### src/rtl/complete_arbiter.sv
// Complete stage: buffers ALU and MEM results in per-source FIFOs and merges them
// round-robin onto one registered completion bus toward the ROB.
module complete_arbiter #(
  parameter int DEPTH  = 4,
  parameter int PC_W   = 32,
  parameter int DATA_W = 32
) (
  input  logic              clk,
  input  logic              rstn,
  input  logic              flush,
  input  logic              alu_valid,
  input  logic [PC_W-1:0]   alu_pc,
  input  logic [DATA_W-1:0] alu_data,
  input  logic              mem_valid,
  input  logic              mem_from_lsq,
  input  logic [PC_W-1:0]   mem_pc,
  input  logic [DATA_W-1:0] mem_data,
  input  logic              mem_wr_flag,
  input  logic              mem_rd_flag,
  input  logic              rob_ready,
  output logic              alu_stall,
  output logic              mem_stall,
  output logic              comp_valid,
  output logic [PC_W-1:0]   comp_pc,
  output logic [DATA_W-1:0] comp_data,
  output logic              comp_src,
  output logic              comp_is_store,
  output logic              comp_from_lsq,
  output logic              ovf_err
);

  localparam int PTR_W = $clog2(DEPTH);
  localparam int CNT_W = PTR_W + 1;
  localparam int AW    = PC_W + DATA_W;
  localparam int MW    = PC_W + DATA_W + 2;
  localparam logic [CNT_W-1:0] FULL_CNT  = CNT_W'(DEPTH);
  localparam logic [CNT_W-1:0] STALL_CNT = CNT_W'(DEPTH - 1);

  typedef enum logic {SRC_ALU = 1'b0, SRC_MEM = 1'b1} src_e;

  logic [AW-1:0]     alu_buf_q [DEPTH];
  logic [AW-1:0]     alu_buf_d [DEPTH];
  logic [MW-1:0]     mem_buf_q [DEPTH];
  logic [MW-1:0]     mem_buf_d [DEPTH];
  logic [PTR_W-1:0]  alu_wr_q, alu_wr_d, alu_rd_q, alu_rd_d;
  logic [PTR_W-1:0]  mem_wr_q, mem_wr_d, mem_rd_q, mem_rd_d;
  logic [CNT_W-1:0]  alu_cnt_q, alu_cnt_d, mem_cnt_q, mem_cnt_d;
  src_e              last_q, last_d;
  logic              comp_valid_q, comp_valid_d;
  logic [PC_W-1:0]   comp_pc_q, comp_pc_d;
  logic [DATA_W-1:0] comp_data_q, comp_data_d;
  logic              comp_src_q, comp_src_d;
  logic              comp_is_store_q, comp_is_store_d;
  logic              comp_from_lsq_q, comp_from_lsq_d;
  logic              ovf_q, ovf_d;

  logic          alu_push, mem_push, alu_full, mem_full;
  logic          alu_wr_en, mem_wr_en, alu_pop, mem_pop;
  logic          alu_avail, mem_avail, load_out;
  logic [AW-1:0] alu_head;
  logic [MW-1:0] mem_head;

  assign alu_push  = alu_valid;
  assign mem_push  = mem_valid | mem_from_lsq;
  assign alu_full  = (alu_cnt_q == FULL_CNT);
  assign mem_full  = (mem_cnt_q == FULL_CNT);
  assign alu_wr_en = alu_push & ~alu_full & ~flush;
  assign mem_wr_en = mem_push & ~mem_full & ~flush;
  assign alu_avail = (alu_cnt_q != '0);
  assign mem_avail = (mem_cnt_q != '0);
  assign alu_head  = alu_buf_q[alu_rd_q];
  assign mem_head  = mem_buf_q[mem_rd_q];
  assign load_out  = ~comp_valid_q | rob_ready;

  always_comb begin
    alu_buf_d = alu_buf_q;
    alu_wr_d  = alu_wr_q;
    alu_rd_d  = alu_rd_q;
    if (alu_wr_en) begin
      alu_buf_d[alu_wr_q] = {alu_pc, alu_data};
      alu_wr_d            = alu_wr_q + PTR_W'(1);
    end
    if (alu_pop) alu_rd_d = alu_rd_q + PTR_W'(1);
    alu_cnt_d = alu_cnt_q + CNT_W'(alu_wr_en) - CNT_W'(alu_pop);
    if (flush) begin
      alu_wr_d  = '0;
      alu_rd_d  = '0;
      alu_cnt_d = '0;
    end
  end

  always_comb begin
    mem_buf_d = mem_buf_q;
    mem_wr_d  = mem_wr_q;
    mem_rd_d  = mem_rd_q;
    if (mem_wr_en) begin
      mem_buf_d[mem_wr_q] = {mem_pc, mem_data, mem_wr_flag, mem_from_lsq};
      mem_wr_d            = mem_wr_q + PTR_W'(1);
    end
    if (mem_pop) mem_rd_d = mem_rd_q + PTR_W'(1);
    mem_cnt_d = mem_cnt_q + CNT_W'(mem_wr_en) - CNT_W'(mem_pop);
    if (flush) begin
      mem_wr_d  = '0;
      mem_rd_d  = '0;
      mem_cnt_d = '0;
    end
  end

  // Under contention MEM wins whenever ALU was granted last, so the first tie goes to MEM.
  always_comb begin
    alu_pop         = 1'b0;
    mem_pop         = 1'b0;
    last_d          = last_q;
    comp_valid_d    = comp_valid_q;
    comp_pc_d       = comp_pc_q;
    comp_data_d     = comp_data_q;
    comp_src_d      = comp_src_q;
    comp_is_store_d = comp_is_store_q;
    comp_from_lsq_d = comp_from_lsq_q;
    if (load_out) begin
      comp_valid_d    = 1'b0;
      comp_pc_d       = '0;
      comp_data_d     = '0;
      comp_src_d      = 1'b0;
      comp_is_store_d = 1'b0;
      comp_from_lsq_d = 1'b0;
      if (mem_avail && (!alu_avail || last_q == SRC_ALU)) begin
        mem_pop         = 1'b1;
        last_d          = SRC_MEM;
        comp_valid_d    = 1'b1;
        comp_pc_d       = mem_head[MW-1 -: PC_W];
        comp_data_d     = mem_head[DATA_W+1:2];
        comp_src_d      = 1'b1;
        comp_is_store_d = mem_head[1];
        comp_from_lsq_d = mem_head[0];
      end else if (alu_avail) begin
        alu_pop      = 1'b1;
        last_d       = SRC_ALU;
        comp_valid_d = 1'b1;
        comp_pc_d    = alu_head[AW-1 -: PC_W];
        comp_data_d  = alu_head[DATA_W-1:0];
      end
    end
    if (flush) begin
      alu_pop         = 1'b0;
      mem_pop         = 1'b0;
      last_d          = SRC_ALU;
      comp_valid_d    = 1'b0;
      comp_pc_d       = '0;
      comp_data_d     = '0;
      comp_src_d      = 1'b0;
      comp_is_store_d = 1'b0;
      comp_from_lsq_d = 1'b0;
    end
    ovf_d = ovf_q | (~flush & ((alu_push & alu_full) | (mem_push & mem_full)));
  end

  always_ff @(posedge clk or negedge rstn) begin
    if (!rstn) begin
      for (int i = 0; i < DEPTH; i++) begin
        alu_buf_q[i] <= '0;
        mem_buf_q[i] <= '0;
      end
      alu_wr_q        <= '0;
      alu_rd_q        <= '0;
      alu_cnt_q       <= '0;
      mem_wr_q        <= '0;
      mem_rd_q        <= '0;
      mem_cnt_q       <= '0;
      last_q          <= SRC_ALU;
      comp_valid_q    <= 1'b0;
      comp_pc_q       <= '0;
      comp_data_q     <= '0;
      comp_src_q      <= 1'b0;
      comp_is_store_q <= 1'b0;
      comp_from_lsq_q <= 1'b0;
      ovf_q           <= 1'b0;
    end else begin
      alu_buf_q       <= alu_buf_d;
      mem_buf_q       <= mem_buf_d;
      alu_wr_q        <= alu_wr_d;
      alu_rd_q        <= alu_rd_d;
      alu_cnt_q       <= alu_cnt_d;
      mem_wr_q        <= mem_wr_d;
      mem_rd_q        <= mem_rd_d;
      mem_cnt_q       <= mem_cnt_d;
      last_q          <= last_d;
      comp_valid_q    <= comp_valid_d;
      comp_pc_q       <= comp_pc_d;
      comp_data_q     <= comp_data_d;
      comp_src_q      <= comp_src_d;
      comp_is_store_q <= comp_is_store_d;
      comp_from_lsq_q <= comp_from_lsq_d;
      ovf_q           <= ovf_d;
    end
  end

  // Stall leaves one free slot for a push already in flight when upstream reacts.
  assign alu_stall     = (alu_cnt_q >= STALL_CNT);
  assign mem_stall     = (mem_cnt_q >= STALL_CNT);
  assign comp_valid    = comp_valid_q;
  assign comp_pc       = comp_pc_q;
  assign comp_data     = comp_data_q;
  assign comp_src      = comp_src_q;
  assign comp_is_store = comp_is_store_q;
  assign comp_from_lsq = comp_from_lsq_q;
  assign ovf_err       = ovf_q;

  a_no_load_store: assert property (@(posedge clk) disable iff (!rstn)
    mem_push |-> !(mem_wr_flag && mem_rd_flag));

endmodule

### config.mk
export PLATFORM = sky130hd
export DESIGN_NAME = complete_arbiter
export DESIGN_NICKNAME = d
export VERILOG_FILES = /design/src/rtl/complete_arbiter.sv
export SDC_FILE = /design/constraint.sdc
export NUM_CORES = 1
export LEC_CHECK = 0
export ABC_AREA = 1
export BUFFER_PORTS_ARGS = -buffer_cell sky130_fd_sc_hd__buf_2
export CORE_ASPECT_RATIO = 1.2
export CORE_MARGIN = 1.5
export CORE_UTILIZATION = 30
export CTS_CLUSTER_SIZE = 20
export DETAILED_ROUTE_END_ITERATION = 10
export HOLD_SLACK_MARGIN = 0.1
export MAX_ROUTING_LAYER = met4
export PLACE_DENSITY = 0.54
export SYNTH_ARGS = -nofsm -noshare
export SYNTH_HDL_FRONTEND = slang
export SYNTH_SLANG_ARGS = --single-unit
### constraint.sdc
create_clock -name clk -period 3 [get_ports clk]
set_input_delay 0.45 -clock clk [delete_from_list [all_inputs] [get_ports clk]]
set_output_delay 0.45 -clock clk [all_outputs]
set_load 0.005 [all_outputs]
Word-level counts from Yosys, hierarchy flattened. Cells that the tools add are included.

Flip-flop bits (word level): 604. Bits in latches: 0. RAM bits: 0. Memory bits (read-only): 0. Output and inout bits: 71. Memories kept: 0.

Add/sub/neg operators: 8. Multiply operators: 0. Div/mod/pow operators: 0. $lt $le $gt $ge: 8. Equal/unequal tests: 2. Shift-type cells: 0. Muxes and demuxes: 52. Bitwise logic cells: 20. Reductions and logical operators: 14.

Operators by type and width (count): 264-bit bitwise mux (1); 256-bit bitwise mux (1); 32-bit 2-to-1 mux (8); 66-bit 2-to-1 mux (3); 64-bit 2-to-1 mux (3); 66-bit binary-select mux with 2-bit select (1); 66-bit demux with 2-bit select (1); 64-bit binary-select mux with 2-bit select (1); 64-bit demux with 2-bit select (1); 1-bit 2-to-1 mux (22); 2-bit 2-to-1 mux (8); 3-bit greater-or-equal comparator, second input constant (4); 2-bit NOT with 3-bit output (4); 2-bit nonzero test (5); 3-bit nonzero test (3); 2-bit by 1-bit adder with 2-bit output, second input constant (4); 1-bit bitwise AND (7); 3-bit by 1-bit adder with 3-bit output (2); 3-bit equality test, second input constant (2); 3-bit by 2-bit greater-or-equal comparator with 1-bit output, second input constant (2); 3-bit by 1-bit < comparator with 1-bit output, second input constant (2); 3-bit 2-to-1 mux (2); 3-bit by 1-bit subtractor with 3-bit output (2); 1-bit NOT (5); other kinds (5) (10).

Longest topological paths before layout.
Word-level depth: 9. Mapped depth: 14.

Least setup slack after synthesis. OpenSTA, ideal clock, no wires.

Path type: register -> register. Start point: reg mem_cnt_q[1]. End point: reg alu_cnt_q[2]. Setup time: 0.121 ns. Data arrival time: 2.364 ns. Data required time: 2.879 ns. Setup slack: 0.515 ns. Stages on the path, launching flop included: 14. Cells stage by stage: dfrtp_1 inv_1 nand3_1 a21oi_2 buf_2 nand2_1 nor2_1 ha_1 inv_1 ha_1 inv_1 fa_1 xor2_1 nor2_1.

Cells in the longest elaborated chain, start to end: 7.

Ends and longest elaborated chain: from (decl) (line 47) `logic [CNT_W-1:0] alu_cnt_q, alu_cnt_d, mem_cnt_q, mem_cnt_d;`; from (signal assigned) (line 186) `mem_cnt_q <= mem_cnt_d;`; 3-bit nonzero test (line 70) `assign mem_avail = (mem_cnt_q != '0);`; 1-bit logical AND (line 127) `if (mem_avail && (!alu_avail || last_q == SRC_ALU)) begin`; 1-bit 2-to-1 mux (line 127); 1-bit 2-to-1 mux (line 120) `if (load_out) begin`; 1-bit 2-to-1 mux (line 144) `if (flush) begin`; 3-bit by 1-bit subtractor with 3-bit output (line 84) `alu_cnt_d = alu_cnt_q + CNT_W'(alu_wr_en) - CNT_W'(alu_pop);`; 3-bit 2-to-1 mux (line 85) `if (flush) begin`; via alu_cnt_d[2] (line 47); to (signal assigned) (line 183) `alu_cnt_q <= alu_cnt_d;`; to (decl) (line 47).

The timed path passes the listed nets, and every way through them passes these cells. A chain may end at the register's enable or synchronous reset.

Worst setup path after layout.
Start point: reg alu_cnt_q[1]. End point: reg mem_cnt_q[2].

Cells in the longest elaborated chain, start to end: 9.

Ends and longest elaborated chain: 3-bit nonzero test (line 69) `assign alu_avail = (alu_cnt_q != '0);`; 1-bit zero test (line 127); 1-bit logical OR (line 127); 1-bit logical AND (line 127); 1-bit 2-to-1 mux (line 127); 1-bit 2-to-1 mux (line 120); 1-bit 2-to-1 mux (line 144); 3-bit by 1-bit subtractor with 3-bit output (line 101) `mem_cnt_d = mem_cnt_q + CNT_W'(mem_wr_en) - CNT_W'(mem_pop);`; 3-bit 2-to-1 mux (line 102) `if (flush) begin`; via mem_cnt_d[2] (line 47).

The timed path passes the listed nets, and every way through them passes these cells.

==> results.json <==
{
  "slew_violations": 0,
  "maxSlewHeadroom_pct": 31.8,
  "power_density_nw_per_um2": 1030,
  "dp_hpwl_um": 52800,
  "first_global_vias": 22100,
  "finalCriticalPeriod_ps": 2610,
  "clock_latency_ps": 640,
  "ys_async_sr_fraction_pct": 100,
  "clkTransAtPathRegs_ps": 60,
  "placementRows": 122,
  "drive_gt1_share_pct": 10.4,
  "finalSetupTns_ps": 0,
  "worst_path_max_delay_cell": "dfrtp_1",
  "wl_um": 81800,
  "critPathCaptureType": "flop",
  "syn_area_um2": 28100,
  "hp-class": "in2reg",
  "cpPeakStageDelay_ps": 430,
  "ys_types": 23,
  "cts_root_buf": "clkbuf_16",
  "drtPass1Iterations": 5,
  "portBuffers": 206,
  "yosys-top-cells-area": "dfrtp_1, nand2_1, o21ai_0",
  "placed_cells": 5018,
  "outcome": "finished, final reports clean",
  "synth_edf_count": 0,
  "utilization_pct": 35.8,
  "ant_nets": 0,
  "hold_slack_ps": 130,
  "vias": 23100,
  "grt_max_degree": 131,
  "avgRoutedWirePerCell_um": 15.9,
  "worstSetupPathType": "reg2reg",
  "numCtsBuffers": 61,
  "area_delta_synth_final_pct": 17.9,
  "start_kind": "flop",
  "grt_overflow": 0,
  "pin_count": 208,
  "worstPathCellList": "inv_1 -> nand3_2 -> nand2_1 -> nand2_2 -> nor2_1 -> nand2_1 -> inv_1 -> ha_1 -> inv_1 -> ha_1 -> inv_1 -> fa_1 -> xor2_1 -> nor2_1",
  "period_share_pct": 87.1,
  "clock_sinks": 604,
  "ys.flop_type": "dfrtp_1",
  "synth.ff_latch_count": 604,
  "fmax_mhz": 383,
  "cts_max_level": 2,
  "die_x_um": 282,
  "cpMostUsedCell": "inv_1",
  "ys_seq_area_share_pct": 53.8,
  "rsz0062_at_grt": "no",
  "yosys_warnings": 0,
  "clock_skew_ps": 15.1,
  "track_usage_pct": 17.8,
  "syn_avg_cell_area_um2": 7.54,
  "clockBufferDepth": 3,
  "gp_congestion": 0.805,
  "place_ws_ps": 354,
  "stdcell_count": 5157,
  "viasPerCell": 4.48,
  "drv_cap": 0,
  "synth_cells": 3730,
  "power.leakage_uw": 0.0175,
  "fin_nets": 4015,
  "antenna_found_initial": 5,
  "start_util_pct": 30.4,
  "cts_tree": "done",
  "yosysTopAreaCell": "dfrtp_1",
  "hold_viol_final": 0,
  "setup_viol": 0,
  "drc_errors": 0,
  "peakVddDrop_mv": 0.632,
  "cts_resized": 0,
  "die_area_um2": 95500,
  "core_area_um2": 92500,
  "setup_ws_ps": 387,
  "die_h_um": 338,
  "synth_fp_nets": 3883,
  "cp_max_fo": 15,
  "num-fill-cells": 9962,
  "critPathRequiredTime_ps": 3530,
  "synth_top_area_share_pct": 53.8,
  "tightest_slew_ps": 1020,
  "drt_iter0_drc": 1586,
  "worst-endpoint-arrival_ps": 3140,
  "grt_first_pass_wirelength_um": 130000
}
==> cells by family (layout without fill, tap and decap cells) <==
kind of cell	count (synthesis)	count (layout)	share of synthesized area, %
flip-flops	604	604	53.8
buffers and inverters	597	781	8.37
AND/OR/NAND/NOR	1975	1975	27.4
AO/OA/AOI/OAI	534	534	9.56
other	0	3	0
XOR/XNOR	4	4	0.125
adder cells (fa/ha/maj)	16	16	0.766
==> worst max-delay path: cells and delay by family (launching register included) <==
| kind | cells | cell delay, ps |
|---|---|---|
| AND/OR/NAND/NOR | 6 | 870 |
| buffers and inverters | 4 | 290 |
| flip-flops | 1 | 430 |
| XOR/XNOR | 1 | 160 |
| adder cells (fa/ha/maj) | 3 | 740 |
==> synth_stat cells (3+ instances only) <==
master and count:
buf_1 17, buf_2 85, clkbuf_1 124, clkbuf_2 4
dfrtp_1 604, ha_1 14, inv_1 365, nand2_1 1623
nand3_1 209, nor2_1 138, o21ai_0 525, o21ai_1 3
xor2_1 4
==> power by group <==
part	switching [uW]	internal (uW)
Clock	3380	4990
Sequential	1890	11700
Combinational	8040	4270
Total	13300	20900
==> sequential cells by signal (all words and copies together), names as in the netlist, 3 cells and up <==
signal / flops
alu_cnt_q: 3
alu_buf_q: 256
comp_pc: 32
mem_cnt_q: 3
mem_buf_q: 264
comp_data: 32
==> placed cells by master, fill, tap and decap left out, types with 9 or more instances in the layout <==
master	synthesis	routed
inv_1	365	361
nand2_1	1623	1614
buf_12	0	27
buf_2	85	205
buf_4	0	45
nor2_1	138	137
clkbuf_16	0	63
bufinv_16	0	9
nand3_1	209	209
o21ai_0	525	525
ha_1	14	14
clkbuf_8	0	15
dfrtp_1	604	600
dlygate4sd3_1	0	21
clkbuf_1	124	10
==> area by class of cell <==
type	instances	area [um^2]	area share, %
diodes	3	7.51	0.0227
clock buffers	88	1820	5.49
clock inverters	27	393	1.19
inverters	367	1380	4.17
multi-input cells	2529	10700	32.4
flip-flops and latches	604	15100	45.6
well taps	1240	1550	4.68
repair buffers	299	2130	6.43
==> through the flow <==
stage	area, um^2	total power [uW]
3_3_place_gp	30700	25800
6_report	33100	34300
5_1_grt	33100	37200
2_1_floorplan	28100	21700
3_5_place_dp	30700	26100
4_1_cts	33100	34700
==> per-layer routing <==
metal | vias to the layer above | share of wire, % | track usage [%]
li1 | 11700 | - | -
met1 | 10800 | 49 | 25.4
met2 | 424 | 44 | 26.3
met3 | 110 | 4.1 | 2.00
met4 | 0 | 2.7 | 5.18
met5 | - | 0 | -
==> worst paths after layout <==
kind / end / startpoint / slack [ps] / cells after the start
worst max-delay path: mem_cnt_q[2]$_DFF_PN0_ / alu_cnt_q[1]$_DFF_PN0_ / 390 / 14
worst min-delay path: mem_buf_q[258]$_DFFE_PN0P_ / mem_pc[26] / 130 / 3
worst max register to register: mem_cnt_q[2]$_DFF_PN0_ / alu_cnt_q[1]$_DFF_PN0_ / 390 / 14
worst min register to register: ovf_err$_DFF_PN0_ / ovf_err$_DFF_PN0_ / 470 / 1
max in group asynchronous: alu_rd_q[0]$_DFFE_PN0P_ / rstn / 1690 / 3
min in group asynchronous: mem_buf_q[120]$_DFFE_PN0P_ / rstn / 420 / 2
==> timing repair <==
action                                 4_1_cts  5_1_grt
buffers inserted                             0        0
hold buffers                                21        0
setup endpoints to repair                    0        0
endpoints found under the hold margin      108        0
(Power assumes the default switching activity.)
